$ cat config.mk
export PLATFORM = sky130hd
export DESIGN_NAME = alarm_ctrl
export DESIGN_NICKNAME = d
export VERILOG_FILES = /design/src/rtl/alarm_pkg.sv /design/src/rtl/alarm_time_set.sv /design/src/rtl/alarm_ctrl.sv
export SDC_FILE = /design/constraint.sdc
export NUM_CORES = 1
export LEC_CHECK = 0
export ABC_AREA = 1
export CAP_MARGIN = 20
export CELL_PAD_IN_SITES_DETAIL_PLACEMENT = 0
export CELL_PAD_IN_SITES_GLOBAL_PLACEMENT = 2
export CORE_MARGIN = 1.5
export CORE_UTILIZATION = 25
export DETAILED_ROUTE_END_ITERATION = 6
export GPL_ROUTABILITY_DRIVEN = 0
export HOLD_SLACK_MARGIN = 0.02
export PLACE_DENSITY = 0.76
export SYNTH_ARGS = -nofsm -noshare
export SYNTH_HDL_FRONTEND = slang
export SYNTH_SLANG_ARGS = --single-unit
$ cat constraint.sdc
create_clock -name clk -period 1.3 [get_ports clk]
set_input_delay 0.13 -clock clk [delete_from_list [all_inputs] [get_ports clk]]
set_output_delay 0.13 -clock clk [all_outputs]
set_load 0.1 [all_outputs]
$ cat src/rtl/alarm_pkg.sv
// Shared types and constants for the alarm sequencer and its time-set register.
package alarm_pkg;

  typedef enum logic [1:0] {
    IDLE    = 2'd0,
    RINGING = 2'd1,
    SNOOZE  = 2'd2
  } state_t;

  localparam logic [6:0] HOUR_MIN     = 7'd1;
  localparam logic [6:0] HOUR_MAX     = 7'd12;
  localparam logic [6:0] MIN_MAX      = 7'd59;
  localparam logic [6:0] DEFAULT_HOUR = 7'd7;
  localparam logic [6:0] DEFAULT_MIN  = 7'd0;
  localparam logic       DEFAULT_AP   = 1'b0;

  function automatic int max_int(input int a, input int b);
    return (a > b) ? a : b;
  endfunction

endpackage

$ cat src/rtl/alarm_time_set.sv
// Alarm time register (12-hour format) with the hour/minute increment and wrap rules.
module alarm_time_set
  import alarm_pkg::*;
(
  input  logic       clk,
  input  logic       rst,
  input  logic       set_en,
  input  logic       inc_hour,
  input  logic       inc_min,
  output logic       a_ap,
  output logic [6:0] a_hour,
  output logic [6:0] a_min
);

  logic       ap_reg,   ap_next;
  logic [6:0] hour_reg, hour_next;
  logic [6:0] min_reg,  min_next;

  always_comb begin
    ap_next   = ap_reg;
    hour_next = hour_reg;
    min_next  = min_reg;
    if (set_en && inc_hour) begin
      // Crossing 11 -> 12 is the noon/midnight boundary, so AM/PM flips there.
      if (hour_reg == HOUR_MAX - 7'd1) begin
        hour_next = HOUR_MAX;
        ap_next   = ~ap_reg;
      end else if (hour_reg == HOUR_MAX) begin
        hour_next = HOUR_MIN;
      end else begin
        hour_next = hour_reg + 7'd1;
      end
    end
    if (set_en && inc_min) begin
      min_next = (min_reg == MIN_MAX) ? 7'd0 : min_reg + 7'd1;
    end
  end

  always_ff @(posedge clk) begin
    if (rst) begin
      ap_reg   <= DEFAULT_AP;
      hour_reg <= DEFAULT_HOUR;
      min_reg  <= DEFAULT_MIN;
    end else begin
      ap_reg   <= ap_next;
      hour_reg <= hour_next;
      min_reg  <= min_next;
    end
  end

  assign a_ap   = ap_reg;
  assign a_hour = hour_reg;
  assign a_min  = min_reg;

endmodule

$ cat src/rtl/alarm_ctrl.sv
// Alarm sequencer: holds the alarm time, gates the comparator and runs the
// ring / snooze / stop cycle off the comparator's match edge.
module alarm_ctrl
  import alarm_pkg::*;
#(
  parameter int RING_SECONDS   = 60,
  parameter int SNOOZE_SECONDS = 300,
  parameter int MAX_SNOOZE     = 3
) (
  input  logic       clk,
  input  logic       rst,
  input  logic       sec_tick,
  input  logic       arm,
  input  logic       set_en,
  input  logic       inc_hour,
  input  logic       inc_min,
  input  logic       btn_stop,
  input  logic       btn_snooze,
  input  logic       match,
  output logic       a_ap,
  output logic [6:0] a_hour,
  output logic [6:0] a_min,
  output logic       cmp_enable,
  output logic       ring,
  output logic       snoozing,
  output logic [1:0] snooze_cnt
);

  localparam int TW = $clog2(max_int(RING_SECONDS, SNOOZE_SECONDS));
  localparam logic [TW-1:0] RING_LAST   = TW'(RING_SECONDS - 1);
  localparam logic [TW-1:0] SNOOZE_LAST = TW'(SNOOZE_SECONDS - 1);
  localparam logic [1:0]    SNOOZE_LIM  = 2'(MAX_SNOOZE);

  state_t        state_reg, state_next;
  logic [TW-1:0] timer_reg, timer_next;
  logic [1:0]    cnt_reg,   cnt_next;
  logic          match_d_reg;
  logic          ring_reg, snoozing_reg;
  logic          match_rise;

  alarm_time_set u_time_set (
    .clk      (clk),
    .rst      (rst),
    .set_en   (set_en),
    .inc_hour (inc_hour),
    .inc_min  (inc_min),
    .a_ap     (a_ap),
    .a_hour   (a_hour),
    .a_min    (a_min)
  );

  assign cmp_enable = arm & ~set_en;
  assign match_rise = match & ~match_d_reg;

  always_comb begin
    state_next = state_reg;
    timer_next = timer_reg;
    cnt_next   = cnt_reg;
    if (sec_tick && state_reg != IDLE) begin
      timer_next = timer_reg + 1'b1;
    end
    if (set_en || !arm) begin
      state_next = IDLE;
      timer_next = '0;
    end else begin
      case (state_reg)
        IDLE: begin
          if (match_rise) begin
            state_next = RINGING;
            timer_next = '0;
            cnt_next   = 2'd0;
          end
        end
        RINGING: begin
          // A snooze beyond the limit falls through to the timeout check.
          if (btn_stop) begin
            state_next = IDLE;
            timer_next = '0;
          end else if (btn_snooze && cnt_reg < SNOOZE_LIM) begin
            state_next = SNOOZE;
            timer_next = '0;
            cnt_next   = cnt_reg + 2'd1;
          end else if (sec_tick && timer_reg == RING_LAST) begin
            state_next = IDLE;
            timer_next = '0;
          end
        end
        SNOOZE: begin
          if (btn_stop) begin
            state_next = IDLE;
            timer_next = '0;
          end else if (sec_tick && timer_reg == SNOOZE_LAST) begin
            state_next = RINGING;
            timer_next = '0;
          end
        end
        default: begin
          state_next = IDLE;
          timer_next = '0;
        end
      endcase
    end
  end

  // match_d resets high so a match already present at reset release is not an edge.
  always_ff @(posedge clk) begin
    if (rst) begin
      state_reg    <= IDLE;
      timer_reg    <= '0;
      cnt_reg      <= 2'd0;
      match_d_reg  <= 1'b1;
      ring_reg     <= 1'b0;
      snoozing_reg <= 1'b0;
    end else begin
      state_reg    <= state_next;
      timer_reg    <= timer_next;
      cnt_reg      <= cnt_next;
      match_d_reg  <= match;
      ring_reg     <= (state_next == RINGING);
      snoozing_reg <= (state_next == SNOOZE);
    end
  end

  assign ring       = ring_reg;
  assign snoozing   = snoozing_reg;
  assign snooze_cnt = cnt_reg;

endmodule

==> flow_metrics.env <==
export IMPL_synth_area_leaders="dfxtp_1, nand2_1, inv_1, nor2_1, nand3_1"
export IMPL_dp_slack_ns=-0.198
export IMPL_synth_seq_cells=31
export IMPL_reg2reg_to="timer_reg[1]"
export IMPL_worstPathRequired_ns=1.17
export IMPL_p_per_area_nw_per_um2=778
export IMPL_routedWlPerCell_um=10.6
export IMPL_maxSlewViolCount=0
export IMPL_fmax_ghz=0.823
export IMPL_path_class="input port to output port"
export IMPL_reg2reg_depth=8
export IMPL_hold_viol=0
export IMPL_max_vdd_ir_drop_mv=0.401
export IMPL_ys_flop_type="dfxtp_1"
export IMPL_drtIter0Drc=44
export IMPL_cts_tree="yes"
export IMPL_via_per_inst=4.32
export IMPL_row_count=29
export IMPL_ant_nets=0
export IMPL_netlist_area_leader_share_pct=37.9
export IMPL_yosysMostFrequentCell="nand2_1"
export IMPL_relSlewSlack_pct=78.1
export IMPL_htreeDepth=2
export IMPL_area_growth_pct=65.3
export IMPL_die_w_um=84.0
export IMPL_tightest_slew_ns=0.327
export IMPL_fin_skew_ns=0.00664
export IMPL_grt_ovfl_total=0
export IMPL_dp_hpwl_um=3240
export IMPL_critPathLaunchType="input port"
export IMPL_slowest_stage="clkdlybuf4s50_1"
export IMPL_hold_path_class="input port to register"
export IMPL_dieArea_sq_um=7050
export IMPL_cts_path_max_buffers=2
export IMPL_worstPathArrival_ns=1.09
export IMPL_dr_pass1_iters=4
export IMPL_cts_sink_count=31
export IMPL_setup_viol=0
export IMPL_min_from="set_en"
export IMPL_ys_async_sr_fraction_pct=0
export IMPL_p_int_uw=1480
export IMPL_hold_depth=8
export IMPL_synth_edf_count=0
export IMPL_cts_buffers=5
export IMPL_r2r_start="timer_reg[0]"
export IMPL_initial_core_util_pct=25.8
export IMPL_synth_top_area_cell="dfxtp_1"
export IMPL_root_buffer="clkbuf_8"
export IMPL_hold_buffers=0
export IMPL_clk_pin_slew_ns=0.06
export IMPL_grt_pass1_wl_um=6960
export IMPL_wl_um=4030
export IMPL_r2r_slack_ns=0.08
export IMPL_p_leak_uw=0.00120
export IMPL_p_comb_share_pct=18.4
export IMPL_switching_share_pct=29.7
export IMPL_largest_reg_flops=9
export IMPL_grt_start_max_net_pins=10
export IMPL_rsz0062_at_grt="yes"
export IMPL_final_period_utilization_pct=93.5
export IMPL_grt_pass1_vias=1597
export IMPL_p_sw_uw=625
export IMPL_grt_use_total_pct=12.3
export IMPL_critical_path_cell_chain="clkdlybuf4s50_1 > nand2_1 > buf_4 > inv_1 > buf_12"
export IMPL_core_sq_um=6350
export IMPL_layout_drive_gt1_share_pct=35.4
export IMPL_synth_common_cells="nand2_1, inv_1, nor2_1"
export IMPL_finalNetCount=316
export IMPL_hold_end="state_reg[1]"
export IMPL_die_h_um=84.0
export IMPL_max_stage_delay_ns=0.48
export IMPL_fin_crit_ns=1.22
export IMPL_synth_area_sq_um=1640
export IMPL_syn_area_per_cell_sq_um=6.83
export IMPL_port_buffers=29
export IMPL_fillers=636
export IMPL_p_seq_share_pct=46.8
export IMPL_cp_end_kind="output port"
export IMPL_synthCells=240
export IMPL_p_clk_share_pct=34.7
export IMPL_max_cap_violations=0
export IMPL_yosysSeqAreaShare_pct=37.9
export IMPL_fin_ws_ns=0.0850
export IMPL_clk_latency_ns=0.28
export IMPL_yosysUniqueCellTypes=27
export IMPL_outcome="complete, no violations"
export IMPL_syn_nets=255
export IMPL_drc_errors=0
export IMPL_vias=1638
export IMPL_n_antenna_cell=0
export IMPL_crit_fanout=2
export IMPL_grt_antenna_before_repair=0
export IMPL_ios=30
export IMPL_yosys_warnings=0
export IMPL_tns_ns=0
## how the worst max path moves through the flow
stage	slack, ns	end	startpoint
detailed placement	-0.20	u_time_set.a_min[5]	set_en
CTS	0.004	timer_reg[5]	state_reg[0]
global route	-0.002	timer_reg[3]	timer_reg[6]
finish	0.08	cmp_enable	arm
global placement	-0.19	u_time_set.a_hour[6]	set_en
floorplan	-0.10	u_time_set.a_min[6]	u_time_set.a_min[1]
## critical path: cells and delay by family
family / cells / cell delay [ns]
buffers and inverters: 4 / 0.88
AND/OR/NAND/NOR: 1 / 0.07
## power by group through the flow
stage	clock network [uW]	logic, uW	registers, uW
3_3_place_gp	0	381	1010
4_1_cts	766	381	988
6_report	731	389	987
3_5_place_dp	0	380	1010
5_1_grt	814	417	990
2_1_floorplan	0	112	1120
## layer usage
layer	vias up	global-route usage [%]	part of all wire [%]
li1	881	-	-
met5	-	0	0
met2	21	21.0	48
met3	6	3.17	3.3
met4	0	4.92	1.7
met1	730	14.8	47
## what timing repair did
item | CTS | global route
pin swaps | 2 | 5
resized for setup | 4 | 26
endpoints found under the setup margin | 8 | 20
setup buffers | 1 | 0
## cell usage in the layout (no fill, tap or decap), drive strengths merged, types with 2 or more instances in the layout
| cell | synthesis | final |
|---|---|---|
| ha | 5 | 5 |
| inv | 43 | 43 |
| dfxtp | 31 | 31 |
| clkbuf | 1 | 7 |
| o211ai | 2 | 2 |
| nand4 | 5 | 5 |
| nand2 | 52 | 52 |
| nor3 | 9 | 9 |
| a31oi | 2 | 2 |
| nor2 | 38 | 38 |
| nand3 | 18 | 18 |
| o21ai | 11 | 11 |
| buf | 0 | 46 |
| clkdlybuf4s50 | 0 | 8 |
| xor2 | 7 | 7 |
| a21oi | 9 | 9 |
## stage by stage
step	cell area (sq um)	std cells	power (uW)	utilization, %	hold slack [ns]
floorplan	1750	240	1230	-	0.237
global placement	2520	370	1390	39.7	0.489
detailed placement	2520	370	1390	39.7	0.492
CTS	2620	379	2130	41.3	0.503
global route	2710	379	2220	42.7	0.496
finish	2710	379	2110	42.7	0.435
## cells by family (layout without fill, tap and decap cells)
group	after synthesis	in the layout	synth area share [%]
AND/OR/NAND/NOR	125	125	34.6
buffers and inverters	44	106	10.2
flip-flops	31	31	37.9
AO/OA/AOI/OAI	26	26	8.70
XOR/XNOR	8	8	4.27
adder cells (fa/ha/maj)	5	5	3.82
multiplexers	1	1	0.611
## area by class of cell
type	instances	area, sq um	area share, %
Sequential cell	31	677	25.0
Clock buffer	7	76.3	2.82
Tap cell	77	96.3	3.55
Timing Repair Buffer	55	688	25.4
Clock inverter	1	5.00	0.185
Multi-Input combinational cell	165	1000	37.0
Inverter	43	164	6.05
No activity file was read; power rests on OpenSTA's default activity.
